==> src/rtl/sd_host_cmd.sv <==
// Host-side SD CMD-line engine: SD clock divider, 48-bit command serialiser and
// 48/136-bit response deserialiser with CRC7 and end-bit checking.
module sd_host_cmd #(
    parameter int CLK_DIV = 2,
    parameter int TIMEOUT = 64
) (
    input  logic         i_clk,
    input  logic         i_rst,
    input  logic         i_start,
    input  logic [5:0]   i_cmd_index,
    input  logic [31:0]  i_cmd_arg,
    input  logic [1:0]   i_resp_type,
    output logic         o_busy,
    output logic         o_done,
    output logic [133:0] o_resp,
    output logic         o_crc_err,
    output logic         o_end_err,
    output logic         o_timeout,
    output logic         o_sd_clk,
    output logic         sd_cmd_o,
    output logic         sd_cmd_t,
    input  logic         sd_cmd_i
);
    localparam int DW = (CLK_DIV > 1) ? $clog2(CLK_DIV) : 1;
    localparam int CW = ($clog2(TIMEOUT + 1) > 8) ? $clog2(TIMEOUT + 1) : 8;

    typedef enum logic [2:0] {IDLE, TX, WAIT, RX, GAP} state_t;

    state_t         state_q, state_d;
    logic [DW-1:0]  div_q, div_d;
    logic           sd_clk_q, sd_clk_d, cmd_o_q, cmd_o_d, cmd_t_q, cmd_t_d, done_q, done_d;
    logic           crc_err_q, crc_err_d, end_err_q, end_err_d, tout_q, tout_d;
    logic           has_resp_q, has_resp_d, long_q, long_d;
    logic [47:0]    frame_q, frame_d;
    logic [133:0]   rx_q, rx_d, resp_q, resp_d;
    logic [6:0]     crc_q, crc_d;
    logic [CW-1:0]  cnt_q, cnt_d;
    logic           tick, fall_stb, rise_stb, last_bit, crc_cov;

    function automatic logic [6:0] crc7_step(input logic [6:0] c, input logic b);
        logic fb;
        fb = b ^ c[6];
        return {c[5:0], 1'b0} ^ (fb ? 7'h09 : 7'h00);
    endfunction

    function automatic logic [6:0] crc7_40(input logic [39:0] m);
        logic [6:0] c;
        c = '0;
        for (int i = 39; i >= 0; i--) c = crc7_step(c, m[i]);
        return c;
    endfunction

    assign tick     = (div_q == DW'(CLK_DIV - 1));
    assign fall_stb = tick & sd_clk_q;
    assign rise_stb = tick & ~sd_clk_q;
    // cnt counts bits received after the start bit; CRC spans frame bits 127:8 or 47:8
    assign last_bit = long_q ? (cnt_q == CW'(134)) : (cnt_q == CW'(46));
    assign crc_cov  = long_q ? (cnt_q >= CW'(7) && cnt_q <= CW'(126)) : (cnt_q <= CW'(38));

    always_ff @(posedge i_clk) begin
        if (i_rst) begin
            state_q    <= IDLE;
            div_q      <= '0;
            sd_clk_q   <= 1'b0;
            cmd_o_q    <= 1'b1;
            cmd_t_q    <= 1'b1;
            done_q     <= 1'b0;
            crc_err_q  <= 1'b0;
            end_err_q  <= 1'b0;
            tout_q     <= 1'b0;
            has_resp_q <= 1'b0;
            long_q     <= 1'b0;
            frame_q    <= '0;
            rx_q       <= '0;
            resp_q     <= '0;
            crc_q      <= '0;
            cnt_q      <= '0;
        end else begin
            state_q    <= state_d;
            div_q      <= div_d;
            sd_clk_q   <= sd_clk_d;
            cmd_o_q    <= cmd_o_d;
            cmd_t_q    <= cmd_t_d;
            done_q     <= done_d;
            crc_err_q  <= crc_err_d;
            end_err_q  <= end_err_d;
            tout_q     <= tout_d;
            has_resp_q <= has_resp_d;
            long_q     <= long_d;
            frame_q    <= frame_d;
            rx_q       <= rx_d;
            resp_q     <= resp_d;
            crc_q      <= crc_d;
            cnt_q      <= cnt_d;
        end
    end

    always_comb begin
        state_d = state_q;
        case (state_q)
            IDLE: if (i_start) state_d = TX;
            TX:   if (fall_stb && cnt_q == CW'(48)) state_d = has_resp_q ? WAIT : GAP;
            WAIT: if (rise_stb) begin
                      if (!sd_cmd_i) state_d = RX;
                      else if (cnt_q == CW'(TIMEOUT - 1)) state_d = GAP;
                  end
            RX:   if (rise_stb && last_bit) state_d = GAP;
            GAP:  if (rise_stb && cnt_q == CW'(7)) state_d = IDLE;
            default: state_d = IDLE;
        endcase
    end

    always_comb begin
        div_d      = tick ? '0 : div_q + DW'(1);
        sd_clk_d   = tick ? ~sd_clk_q : sd_clk_q;
        cmd_o_d    = cmd_o_q;
        cmd_t_d    = cmd_t_q;
        done_d     = 1'b0;
        crc_err_d  = crc_err_q;
        end_err_d  = end_err_q;
        tout_d     = tout_q;
        has_resp_d = has_resp_q;
        long_d     = long_q;
        frame_d    = frame_q;
        rx_d       = rx_q;
        resp_d     = resp_q;
        crc_d      = crc_q;
        cnt_d      = cnt_q;
        case (state_q)
            IDLE: if (i_start) begin
                      frame_d    = {2'b01, i_cmd_index, i_cmd_arg,
                                    crc7_40({2'b01, i_cmd_index, i_cmd_arg}), 1'b1};
                      has_resp_d = (i_resp_type == 2'd1) || (i_resp_type == 2'd2);
                      long_d     = (i_resp_type == 2'd2);
                      crc_err_d  = 1'b0;
                      end_err_d  = 1'b0;
                      tout_d     = 1'b0;
                      cnt_d      = '0;
                  end
            TX:   if (fall_stb) begin
                      if (cnt_q == CW'(48)) begin
                          cmd_t_d = 1'b1;
                          cmd_o_d = 1'b1;
                          cnt_d   = '0;
                          done_d  = ~has_resp_q;
                      end else begin
                          cmd_t_d = 1'b0;
                          cmd_o_d = frame_q[47];
                          frame_d = {frame_q[46:0], 1'b0};
                          cnt_d   = cnt_q + CW'(1);
                      end
                  end
            WAIT: if (rise_stb) begin
                      if (!sd_cmd_i) begin
                          cnt_d = '0;
                          rx_d  = '0;
                          crc_d = '0;
                      end else if (cnt_q == CW'(TIMEOUT - 1)) begin
                          tout_d = 1'b1;
                          done_d = 1'b1;
                          cnt_d  = '0;
                      end else begin
                          cnt_d = cnt_q + CW'(1);
                      end
                  end
            RX:   if (rise_stb) begin
                      if (crc_cov) crc_d = crc7_step(crc_q, sd_cmd_i);
                      if (last_bit) begin
                          resp_d    = rx_q;
                          crc_err_d = (rx_q[6:0] != crc_q);
                          end_err_d = ~sd_cmd_i;
                          done_d    = 1'b1;
                          cnt_d     = '0;
                      end else begin
                          rx_d  = {rx_q[132:0], sd_cmd_i};
                          cnt_d = cnt_q + CW'(1);
                      end
                  end
            GAP:  if (rise_stb) cnt_d = cnt_q + CW'(1);
            default: ;
        endcase
    end

    assign o_busy    = (state_q != IDLE);
    assign o_done    = done_q;
    assign o_resp    = resp_q;
    assign o_crc_err = crc_err_q;
    assign o_end_err = end_err_q;
    assign o_timeout = tout_q;
    assign o_sd_clk  = sd_clk_q;
    assign sd_cmd_o  = cmd_o_q;
    assign sd_cmd_t  = cmd_t_q;

endmodule
==> config.mk <==
export PLATFORM = sky130hd
export DESIGN_NAME = sd_host_cmd
export DESIGN_NICKNAME = d
export VERILOG_FILES = /design/src/rtl/sd_host_cmd.sv
export SDC_FILE = /design/constraint.sdc
export NUM_CORES = 1
export LEC_CHECK = 0
export BUFFER_PORTS_ARGS = -buffer_cell sky130_fd_sc_hd__buf_2
export CAP_MARGIN = 20
export CORE_MARGIN = 2
export CORE_UTILIZATION = 41
export CTS_CLUSTER_DIAMETER = 150
export CTS_CLUSTER_SIZE = 16
export DETAILED_ROUTE_END_ITERATION = 7
export GPL_ROUTABILITY_DRIVEN = 0
export GPL_TIMING_DRIVEN = 0
export PLACE_DENSITY = 0.6
export SYNTH_ARGS = -nofsm -noshare
export SYNTH_HDL_FRONTEND = slang
export SYNTH_SLANG_ARGS = --single-unit
==> constraint.sdc <==
create_clock -name i_clk -period 3.4 [get_ports i_clk]
set_input_delay 0.68 -clock i_clk [delete_from_list [all_inputs] [get_ports i_clk]]
set_output_delay 0.68 -clock i_clk [all_outputs]
set_load 0.02 [all_outputs]
==> flow_metrics.py <==
metrics = {
    "die": {
        "initial_utilization_pct": 41.41,
        "die_area_mm2": 0.03407,
        "core_mm2": 0.03229,
        "rows": 66,
        "io_pins": 186,
        "dieWidth_um": 184.6,
        "die_y_um": 184.6,
    },
    "clock_tree": {
        "clock-sinks": 344,
        "cts-root-buf": "clkbuf_16",
        "cts.clk_slew.worst_paths_ps": 80,
        "ctsLongestPathBuffers": 3,
        "cts_tree": "done",
        "cts-htree-levels": 1,
        "cts_buffers": 25,
        "postCtsSetupBuffers": 0,
        "cts_resized": 0,
        "clk-insertion-delay-late_ps": 550,
        "cts_hold_buf": 0,
    },
    "synth": {
        "ys_ff_latch": 344,
        "async_flop_share_pct": 0,
        "ys.flop_type": "dfxtp_1",
        "yosys_warnings": 0,
        "ys_seq_area_share_pct": 51.51,
        "syn-instance-count": 1553,
        "synth.distinct_cells": 58,
        "syn-cell-area_mm2": 0.01337,
        "synth_edf_count": 0,
        "syn_area_per_cell_um2": 8.609,
        "syn_nets": 1601,
    },
    "global_routing": {
        "grtUsageTotal_pct": 19.61,
        "antenna_found_initial": 0,
        "grt_pass1_wl_um": 54410,
        "grt_pass1_vias": 10540,
        "grt-ovfl-total": 0,
        "grt_max_degree": 17,
    },
    "setup_path": {
        "cp-start-kind": "flop",
        "path_max_fanout": 10,
        "arrival_ps": 3560,
        "worstPathRequired_ps": 3870,
        "crit_type": "flop to flop",
        "cp-end-kind": "flop",
    },
    "placed_design": {
        "hpwl_um": 24560,
        "place_area_mm2": 0.01485,
        "io_buffers": 184,
    },
    "routing": {
        "drc": 0,
        "via_count": 11290,
        "drt-initial-drc-count": 655,
        "wirelength_um": 34170,
        "viasPerCell": 5.116,
        "routedWlPerCell_um": 15.48,
        "drtAntennaViolNets": 0,
        "drtPass1Iterations": 5,
    },
    "timing": {
        "tns_ps": 0,
        "fin_worst_skew_ps": 22.52,
        "clock.fmax_ghz": 0.3232,
        "fin_crit_sh_pct": 91.02,
        "fin_crit_ps": 3095,
        "finalMaxSlewViolations": 0,
        "maxSlewHeadroom_pct": 32.09,
        "setup_viol_count_final": 0,
        "rsz0062_at_grt": "no",
        "hold_viol": 0,
        "tightestPinTransition_ps": 1019,
    },
    "power_and_ir_drop": {
        "p_leak_nw": 5.918,
        "ir_worst_vdd_mv": 0.4205,
        "power_density_mw_per_mm2": 612.5,
    },
    "run": {
        "maxCapViolCount": 0,
    },
    "final_layout": {
        "nFillCells": 3222,
        "diodes": 0,
        "areaGrowthSynthToFinish_pct": 15.98,
        "fin_nets": 1813,
        "final_area_mm2": 0.01551,
        "drive_gt1_share_pct": 13.65,
    },
    "min_path": {
        "hold_class": "input port to flop",
    },
    "status": {
        "outcome": "finished, final reports clean",
    },
}
-- flip-flops by register name (all words and copies together), names as in the netlist --
| name | flops |
|---|---|
| o_resp | 134 |
| long_q | 1 |
| cnt_q | 8 |
| has_resp_q | 1 |
| frame_q | 48 |
| state_q | 3 |
| o_done | 1 |
| sd_cmd_o | 1 |
| o_end_err | 1 |
| o_crc_err | 1 |
| div_q | 1 |
| o_sd_clk | 1 |
| rx_q | 134 |
| crc_q | 7 |
| sd_cmd_t | 1 |
| o_timeout | 1 |
-- layout by cell type (no fill, tap or decap), types with 5 or more instances in the layout --
cell and n:
xnor2_2 5, o21ai_0 6, nand3_1 12, nor4_1 5
a311oi_1 39, xnor2_1 33, nor2_1 192, xnor3_1 10
a22oi_1 138, a31oi_1 5, a21oi_1 158, o22ai_1 5
buf_2 191, clkbuf_1 107, nor3_1 9, clkbuf_16 25
buf_1 8, and3_1 7, nand2b_1 5, nand2_1 369
inv_1 7, dfxtp_1 344, xor2_1 17
-- final timing paths --
kind | startpoint | end | slack (ps) | cells after the start
setup / recovery | cnt_q[7]$_SDFFE_PP0P_ | rx_q[129]$_SDFFE_PP0P_ | 310 | 9
hold reg to reg | o_resp[126]$_SDFFE_PP0P_ | o_resp[126]$_SDFFE_PP0P_ | 450 | 2
setup reg to reg | cnt_q[7]$_SDFFE_PP0P_ | rx_q[129]$_SDFFE_PP0P_ | 310 | 9
hold / removal | i_cmd_arg[17] | frame_q[25]$_SDFFE_PP0P_ | 420 | 3
-- report_power, final --
part           leakage, nW  internal (mW)  switching [mW]
clock                0.317           1.31            1.36
combinational         2.82           1.01            1.45
sequential            2.78           4.25           0.118
-- synthesized netlist by cell type, types with 2 or more instances --
cell      count  area (µm²)
nand2_1     369        1385
dfxtp_1     344        6887
nor2_1      192       720.7
a21oi_1     158       790.8
a22oi_1     139        1044
clkbuf_1    109       409.1
a311oi_1     39       341.6
xnor2_1      33       289.0
xor2_1       17       148.9
nand3_1      12       60.06
xnor3_1      10       225.2
nor3_1        9       45.04
buf_1         8       30.03
and3_1        7       43.79
buf_2         7       35.03
inv_1         7       26.28
o21ai_0       6       30.03
a31oi_1       5       31.28
nand2b_1      5       31.28
nor4_1        5       31.28
o22ai_1       5       31.28
xnor2_2       5       81.33
ha_1          4       50.05
nand3b_1      4       30.03
nand4_1       4       25.02
o31ai_1       4       30.03
xnor3_2       4       95.09
and2_1        3       18.77
nor2b_1       3       18.77
a211oi_1      2       15.01
a21o_1        2       15.01
nor4bb_1      2       20.02
or2_2         2       12.51
or3_1         2       12.51
or3b_1        2       17.52
xor3_1        2       47.55
-- critical path: stages (launching register included) --
cell and delay (ps):
dfxtp_1 310, clkbuf_1 330, nor4bb_1 400, o2111ai_1 280, or2_2 350, nand2_1 320
clkbuf_2 360, buf_1 400, a22oi_1 120, nor2_1 120
-- stage by stage --
stage | instances | worst slack, ps | utilization (%) | hold WS, ps | total power, mW
2_1_floorplan | 1553 | 758.6 | - | 431.6 | 6.311
3_3_place_gp | 2179 | -122.5 | 45.97 | 440.5 | 6.870
3_5_place_dp | 2180 | 111.7 | 45.99 | 443.7 | 6.910
4_1_cts | 2207 | 107.9 | 47.99 | 394.5 | 9.583
5_1_grt | 2207 | 54.33 | 48.02 | 432.5 | 9.999
6_report | 2207 | 305.5 | 48.02 | 415.8 | 9.498
-- cells by family after synthesis --
group | count (synthesis) | share of synthesized area (%)
xor+xnor | 74 | 7.141
simple gates | 625 | 18.79
mux | 1 | 0.08422
fa+ha+maj | 4 | 0.3744
flops | 344 | 51.51
buf+inv | 131 | 3.744
compound gates | 374 | 18.35
-- final cells by class --
cell class / instances / area (µm²) / share of cell area [%]
multi-input cells: 1078 / 5992 / 38.64
well taps: 442 / 553.0 / 3.567
plain buffers: 124 / 476.7 / 3.074
clock buffers: 25 / 625.6 / 4.035
inverters: 7 / 26.28 / 0.1695
flip-flops and latches: 344 / 6887 / 44.41
repair buffers: 185 / 928.4 / 5.987
clock inverters: 2 / 17.52 / 0.1130
-- per-layer routing --
| metal | up-vias | track usage [%] | part of all wire, % | routed length [µm] |
|---|---|---|---|---|
| met2 | 218 | 32.56 | 46 | 15560 |
| met5 | - | 0 | 0 | 0 |
| met3 | 50 | 2.984 | 4.3 | 1475 |
| met4 | 0 | 5.088 | 2.4 | 831 |
| met1 | 5304 | 26.65 | 48 | 16300 |
| li1 | 5720 | - | - | - |
Note: power is estimated with default switching activity, not from simulation.
